===== src/rtl/shift_reg_window.sv =====
// shift_reg_window: WIDTH x DEPTH shift-register window with parallel load,
// single-word shift-in and a saturating fill counter. Word 0 is the newest.
// Serves as the SHA-256 message-schedule window and as a general history buffer.
// Optional macro SHIFT_REG_WINDOW_TAPS_EN adds the fixed SHA-256 taps
// q_t2/q_t7/q_t15/q_t16 (words 1, 6, 14, 15); it requires DEPTH >= 16.
module shift_reg_window #(
    parameter  int WIDTH = 32,
    parameter  int DEPTH = 16,
    localparam int CW    = $clog2(DEPTH + 1)
) (
    input  logic                     clk,
    input  logic                     clr,
    input  logic                     load,
    input  logic                     shift,
    input  logic [WIDTH-1:0]         d,
    input  logic [WIDTH*DEPTH-1:0]   d_par,
    output logic [WIDTH*DEPTH-1:0]   q_par,
    output logic [WIDTH-1:0]         q_head,
    output logic [WIDTH-1:0]         q_tail,
`ifdef SHIFT_REG_WINDOW_TAPS_EN
    output logic [WIDTH-1:0]         q_t2,
    output logic [WIDTH-1:0]         q_t7,
    output logic [WIDTH-1:0]         q_t15,
    output logic [WIDTH-1:0]         q_t16,
`endif
    output logic [CW-1:0]            count,
    output logic                     full
);

    localparam logic [CW-1:0] COUNT_MAX = CW'(DEPTH);

    // Packed so that word i occupies bits [WIDTH*i +: WIDTH], matching d_par/q_par.
    logic [DEPTH-1:0][WIDTH-1:0] word_q;
    logic [DEPTH-1:0][WIDTH-1:0] word_d;
    logic                        word_en;
    logic [CW-1:0]               count_d;

    // One enable for every word register: any load or shift moves the whole window.
    assign word_en = load | shift;

    // Per-word next value: parallel data on load, otherwise the neighbour one step newer.
    always_comb begin
        // NOTE: every combinational output gets a default first so no latch is inferred.
        word_d = {word_q[DEPTH-2:0], d};
        if (load) begin
            word_d = d_par;
        end
    end

    // Fill level: jumps to DEPTH on load, saturates at DEPTH while shifting.
    always_comb begin
        count_d = count;
        if (load) begin
            count_d = COUNT_MAX;
        end else if (shift && (count != COUNT_MAX)) begin
            count_d = count + CW'(1);
        end
    end

    // Word storage: enable/clear registers, cleared asynchronously as a unit.
    always_ff @(posedge clk or posedge clr) begin
        // NOTE: the window is real state (not a RAM), so clearing it on reset is intended.
        if (clr) begin
            word_q <= '0;
        end else if (word_en) begin
            // NOTE: sequential state uses non-blocking assignments to avoid update-order races.
            word_q <= word_d;
        end
    end

    // Count and full are registered together so full always mirrors count == DEPTH.
    always_ff @(posedge clk or posedge clr) begin
        if (clr) begin
            count <= '0;
            full  <= 1'b0;
        end else begin
            count <= count_d;
            full  <= (count_d == COUNT_MAX);
        end
    end

    assign q_par  = word_q;
    assign q_head = word_q[0];
    assign q_tail = word_q[DEPTH-1];

`ifdef SHIFT_REG_WINDOW_TAPS_EN
    generate
        if (DEPTH < 16) begin : g_taps_depth_check
            $error("shift_reg_window: SHIFT_REG_WINDOW_TAPS_EN needs DEPTH >= 16");
        end
    endgenerate

    // SHA-256 taps relative to the next word W[t] to be shifted in.
    assign q_t2  = word_q[1];
    assign q_t7  = word_q[6];
    assign q_t15 = word_q[14];
    assign q_t16 = word_q[15];
`endif

endmodule


===== config.mk =====
export PLATFORM = sky130hd
export DESIGN_NAME = shift_reg_window
export DESIGN_NICKNAME = d
export VERILOG_FILES = /design/src/rtl/shift_reg_window.sv
export SDC_FILE = /design/constraint.sdc
export NUM_CORES = 1
export LEC_CHECK = 0
export BUFFER_PORTS_ARGS = -buffer_cell sky130_fd_sc_hd__buf_2
export CAP_MARGIN = 25
export CORE_AREA = 3 3 434 436
export CTS_CLUSTER_SIZE = 40
export DETAILED_ROUTE_END_ITERATION = 6
export DIE_AREA = 0 0 437 439
export GPL_TIMING_DRIVEN = 0
export PLACE_DENSITY = 0.35
export SETUP_SLACK_MARGIN = 0.05
export SYNTH_ARGS = -nofsm -noshare
export SYNTH_HDL_FRONTEND = slang
export SYNTH_SLANG_ARGS = --single-unit

===== constraint.sdc =====
create_clock -name clk -period 37.4 [get_ports clk]
set_input_delay 7.48 -clock clk [delete_from_list [all_inputs] [get_ports clk]]
set_output_delay 7.48 -clock clk [all_outputs]
set_load 0.01 [all_outputs]

==> results of run 1 <==
[power groups by stage]
stage               Combinational (uW)  Clock (uW)  Sequential (uW)
floorplan                          135           0              695
global placement                   334           0              730
detailed placement                 339           0              729
CTS                                340         728              720
global route                       361         745              723
finish                             332         703              715
[worst paths after layout]
path	cells past startpoint	from	slack, ps	end
worst min-delay path	2	q_par[234]	580	q_par[234]
worst max-delay path	1	q_par[380]	28340	q_par[380]
worst max register to register	6	count[0]	35590	full
max in group asynchronous	5	clr	28760	q_par[393]
worst min register to register	2	q_par[234]	580	q_par[234]
min in group asynchronous	2	clr	6820	q_par[170]
[state kept, by name, indices dropped and copies added (netlist names)]
name    cells
q_head     32
count       5
full        1
q_par     448
q_tail     32
[layer usage]
layer  global-route usage  vias to the layer above
li1                     -                    10400
met1                0.191                    11800
met2                0.323                      910
met3               0.0417                      252
met4               0.0650                       24
met5                    0                        -
[per-stage QoR]
step                      std cells  total power (uW)  worst slack [ps]   util
after floorplan                2314               830             15450      -
after global placement         5922              1060              5720  0.178
after detailed placement       5933              1070             27620  0.179
after CTS                      6056              1790             28160  0.192
after global routing           6071              1830             28270  0.192
final                          6086              1750             28340  0.192
[cell usage after synthesis, drive strengths merged]
cell	count
a221oi	1
dfrtp	518
a2111oi	1
nand2b	1
inv	4
nand4	2
nor3	2
nor3b	1
and4bb	1
xor2	3
xnor2	1
nor2	3
clkbuf	78
mux2i	513
buf	157
o21ai	512
nand2	514
ha	2
[logic make-up (layout without fill, tap and decap cells)]
| kind of cell | Yosys count | after routing | share of synthesized area |
|---|---|---|---|
| XOR/XNOR | 4 | 4 | 0.00145 |
| adder cells (fa/ha/maj) | 2 | 2 | 0.00104 |
| AND/OR/NAND/NOR | 524 | 524 | 0.0824 |
| multiplexers | 513 | 513 | 0.213 |
| flip-flops | 518 | 518 | 0.537 |
| AO/OA/AOI/OAI | 514 | 514 | 0.107 |
| other | 0 | 30 | 0 |
| buffers and inverters | 239 | 1501 | 0.0589 |
[layout make-up]
| type | instances | area, sq um | share of cell area |
|---|---|---|---|
| flip-flops and latches | 518 | 13000 | 0.365 |
| multi-input cells | 1557 | 9770 | 0.275 |
| repair buffers | 1139 | 5890 | 0.166 |
| well taps | 2480 | 3100 | 0.0873 |
| clock buffers | 105 | 2060 | 0.0578 |
| plain buffers | 235 | 1410 | 0.0396 |
| clock inverters | 18 | 269 | 0.00757 |
| diodes | 30 | 75.1 | 0.00211 |
| inverters | 4 | 22.5 | 0.000633 |
==> results_dict.tcl, run 1 <==
set metrics [dict create \
    fin_crit_sh 0.242 \
    cts_tree "done" \
    seq_area_frac_synth 0.537 \
    finalClockSkew_ps 35.1 \
    slew_headroom 0.331 \
    wl_met1_um 64800 \
    setup_tns_ps 0 \
    antenna_found_initial 69 \
    detailed_place_hpwl_um 146000 \
    p_per_area_nw_per_um2 49.2 \
    clk_latency_ps 690 \
    grt_max_degree 102 \
    final_cell_mix "buf_2, dfrtp_1, nand2_1" \
    fp-row-count 158 \
    max_cap_viol_count 0 \
    die_x_um 437 \
    min_path_type "reg2reg" \
    switching_share 0.336 \
    ctsHoldBuffers 0 \
    cts.repair.resized 0 \
    grtUsageTotal 0.174 \
    syn_to_final_growth_pct 47.2 \
    min_period_ps 9060 \
    seqPwrFrac 0.409 \
    synth_cells 2314 \
    n_fill_cell 21000 \
    final_common_cell "buf_2" \
    drive_above_1_share 0.392 \
    crit_arrival_ps 1580 \
    synthTopCellsByArea "dfrtp_1, mux2i_1, o21ai_1, nand2_1, buf_4" \
    cts_setup_buffers 0 \
    path_delay_family "flip-flops" \
    ios 1130 \
    place_area_sq_um 33200 \
    switchingPower_uw 588 \
    clock-root-buffer "clkbuf_16" \
    total_leakage_power_uw 0.0179 \
    run_status "finished, final reports clean" \
    grt_pass1_vias 24400 \
    grt_pass1_wl_um 228000 \
    cts_num_sinks 518 \
    htreeDepth 3 \
    setup_violations 0 \
    die-area_sq_um 192000 \
    clkTransAtPathRegs_ps 60 \
    synth_cell_type_count 20 \
    first_pass_iters 5 \
    antenna_left 0 \
    port_buffers 1128 \
    grt-ovfl-total 0 \
    syn_nets 2864 \
    worstSetupStartpointType "register" \
    met3_length_um 10000 \
    drcViolationCount 0 \
    cp_max_fo 3 \
    intPower_uw 1160 \
    cp_cell_sequence "buf_2" \
    final-hold-violation-count 0 \
    power_frac_clock 0.402 \
    required_ps 29920 \
    core-area_sq_um 185000 \
    ys_ff_latch 518 \
    syn_area_sq_um 24200 \
    numCtsBuffers 72 \
    first_iter_violations 1390 \
    ir_drop_mv 0.0244 \
    initial_core_util 0.131 \
    synth.top_cell.area_share 0.537 \
    synth_top_cell_by_area "dfrtp_1" \
    wire_per_inst_um 28.5 \
    route.vias.total 23400 \
    synth_warnings 0 \
    critPathBufInv 1 \
    finalWeightedCongestion 0.929 \
    wirelength_um 173000 \
    fmax_mhz 110 \
    post-route-cell-area_sq_um 35600 \
    cts_buffer_depth 3 \
    top_layer "met5" \
    fin_nets 4077 \
    vias_per_cell 3.85 \
    die_h_um 439 \
    cp_slowest_cell "dfrtp_1" \
    crit_path_end_kind "primary output" \
    critPathMaxStageDelay_ps 660 \
    rsz0062_at_grt "no" \
    holdWs_ps 577 \
    tightest_slew_ps 1000 \
    wl_met2_um 92000 \
    power_frac_comb 0.190 \
    setup.worst_path.class "reg2out" \
    finalMaxSlewViolations 0 \
    avgSynthCellArea_sq_um 10.4 \
]
(Power assumes the default switching activity.)
==> run 2: changes to the inputs <==
--- a/config.mk
+++ b/config.mk
@@ -7,12 +7,12 @@
 export LEC_CHECK = 0
 export BUFFER_PORTS_ARGS = -buffer_cell sky130_fd_sc_hd__buf_2
 export CAP_MARGIN = 25
-export CORE_AREA = 3 3 434 436
+export CORE_AREA = 3 3 433 435
 export CTS_CLUSTER_SIZE = 40
 export DETAILED_ROUTE_END_ITERATION = 6
-export DIE_AREA = 0 0 437 439
+export DIE_AREA = 0 0 436 438
 export GPL_TIMING_DRIVEN = 0
-export PLACE_DENSITY = 0.35
+export PLACE_DENSITY = 0.36
 export SETUP_SLACK_MARGIN = 0.05
 export SYNTH_ARGS = -nofsm -noshare
 export SYNTH_HDL_FRONTEND = slang
==> constraint.sdc (replaced) <==
create_clock -name clk -period 8 [get_ports clk]
set_input_delay 1.6 -clock clk [delete_from_list [all_inputs] [get_ports clk]]
set_output_delay 1.6 -clock clk [all_outputs]
set_load 0.01 [all_outputs]
==> run 2 against run 1 <==
  * Die area down 0.46%
  * Sequential power rose to 4.7 times the previous value
  * Via count up 0.60%
  * Worst setup slack worse by 24000 ps
  * Critical endpoint is now q_tail[31]
  * Sequential share of layout area down 0.15 points
==> results_dict.tcl, run 2 (synthesized netlist as in run 1, its figures left out) <==
set metrics [dict create \
    run_status "finished, final reports clean" \
    ios 1130 \
    fp-row-count 157 \
    post-route-util 0.195 \
    place_area_sq_um 33300 \
    cp_max_fo 3 \
    drcViolationCount 0 \
    finalClockSkew_ps 38.5 \
    syn_to_final_growth_pct 47.8 \
    numCtsBuffers 73 \
    r2r_slack_ps 6140 \
    grt.busiest_layer "met2" \
    reg2reg_to "full" \
    clk_latency_ps 690 \
    clock-root-buffer "clkbuf_16" \
    die-area_sq_um 191000 \
    wirelength_um 177000 \
    grt-ovfl-total 0 \
    largest_reg_flops 448 \
    die_h_um 438 \
    setup_violations 0 \
    final_common_cell "buf_2" \
    ctsHoldBuffers 0 \
    die_x_um 436 \
    crit_arrival_ps 1660 \
    grtUsageTotal 0.179 \
    first_iter_violations 1613 \
    required_ps 6400 \
    fin_crit_sh 0.407 \
    groute.layer.met3.usage 0.0432 \
    use_met1 0.193 \
    grt_max_degree 36 \
    route.vias.total 23500 \
    max_cap_viol_count 0 \
    wire_per_inst_um 29.1 \
    finalWeightedCongestion 0.908 \
    ir_drop_mv 0.128 \
    total_leakage_power_uw 0.0180 \
    tightest_slew_ps 975 \
    fmax_mhz 307 \
    antenna_found_initial 73 \
    place_ws_ps 3990 \
    htreeDepth 3 \
    holdWs_ps 557 \
    cts_tree "done" \
    slew_headroom 0.350 \
    worstSetupStartpointType "register" \
    setup_tns_ps 0 \
    port_buffers 1128 \
    cts.repair.resized 0 \
    initial_core_util 0.132 \
    setup_ws_ps 4740 \
    hold_path_end "q_par[416]" \
    p_per_area_nw_per_um2 230 \
    min_from "q_par[384]" \
    clkTransAtPathRegs_ps 50 \
    first_pass_iters 5 \
    rsz0062_at_grt "no" \
    vias_per_cell 3.88 \
    antenna_left 0 \
    detailed_place_hpwl_um 149000 \
    hold_path_depth 2 \
    setup.worst_path.class "reg2out" \
    post-route-cell-area_sq_um 35700 \
    drive_above_1_share 0.395 \
    core-area_sq_um 183000 \
    fin_nets 4090 \
    cts_setup_buffers 0 \
    grtUsageMet2 0.336 \
    grt_pass1_vias 24200 \
    crit_path_end_kind "primary output" \
    final_cell_mix "buf_2, dfrtp_1, nand2_1" \
    finalMaxSlewViolations 0 \
    ff2ff_path_depth 6 \
    cts_num_sinks 518 \
    min_period_ps 3260 \
    final-hold-violation-count 0 \
    grt_pass1_wl_um 232000 \
    cts_buffer_depth 3 \
    r2r_start "count[0]" \
    min_path_type "reg2reg" \
]
-- run 2: cell count changes in the layout (fill, tap and decap cells not counted), sizes merged --
cell      previous run  this run
buf               1296      1308
bufinv               4         2
clkbuf             183       181
clkinvlp             1         2
diode               30        24
-- run 2: power breakdown --
part	switching [uW]	total (uW)	internal, uW	leakage [uW]
logic	942	1580	639	0.0105
registers	447	3330	2890	0.00630
clock network	1370	3290	1920	0.00115
-- run 2: per-stage QoR --
step	cells	total power (uW)
floorplan	2314	3880
global placement	5906	4990
detailed placement	5929	5020
CTS	6049	8380
global route	6058	8590
finish	6073	8210
-- run 2: worst max path at each step --
stage	from	to	slack, ps	depth (start not counted)
CTS	q_par[149]	q_par[149]	4570	1
global route	q_par[149]	q_par[149]	4660	1
global placement	clr	q_par[418]	-5690	2
finish	q_tail[31]	q_tail[31]	4740	2
detailed placement	load	q_tail[1]	3990	5
floorplan	clr	count[0]	-640	1
-- run 2: layout make-up --
class | instances | area (sq um)
antenna | 24 | 60.1
timing repair buffer | 1151 | 6070
clock inverter | 17 | 190
buffer | 235 | 1410
inverter | 4 | 18.8
fill | 20800 | 148000
tap | 2464 | 3080
multi-input combinational | 1557 | 9770
clock buffer | 103 | 2130
sequential | 518 | 13000
-- run 2: routing by layer --
layer	share of wire	vias up
met5	0.00097	-
met2	0.54	991
met1	0.36	11800
met4	0.037	30
met3	0.062	269
li1	-	10400
-- run 2: worst max-delay path, cell delays in order (launching register included) --
cell and delay, ps:
dfrtp_1 670, buf_4 190, buf_2 120
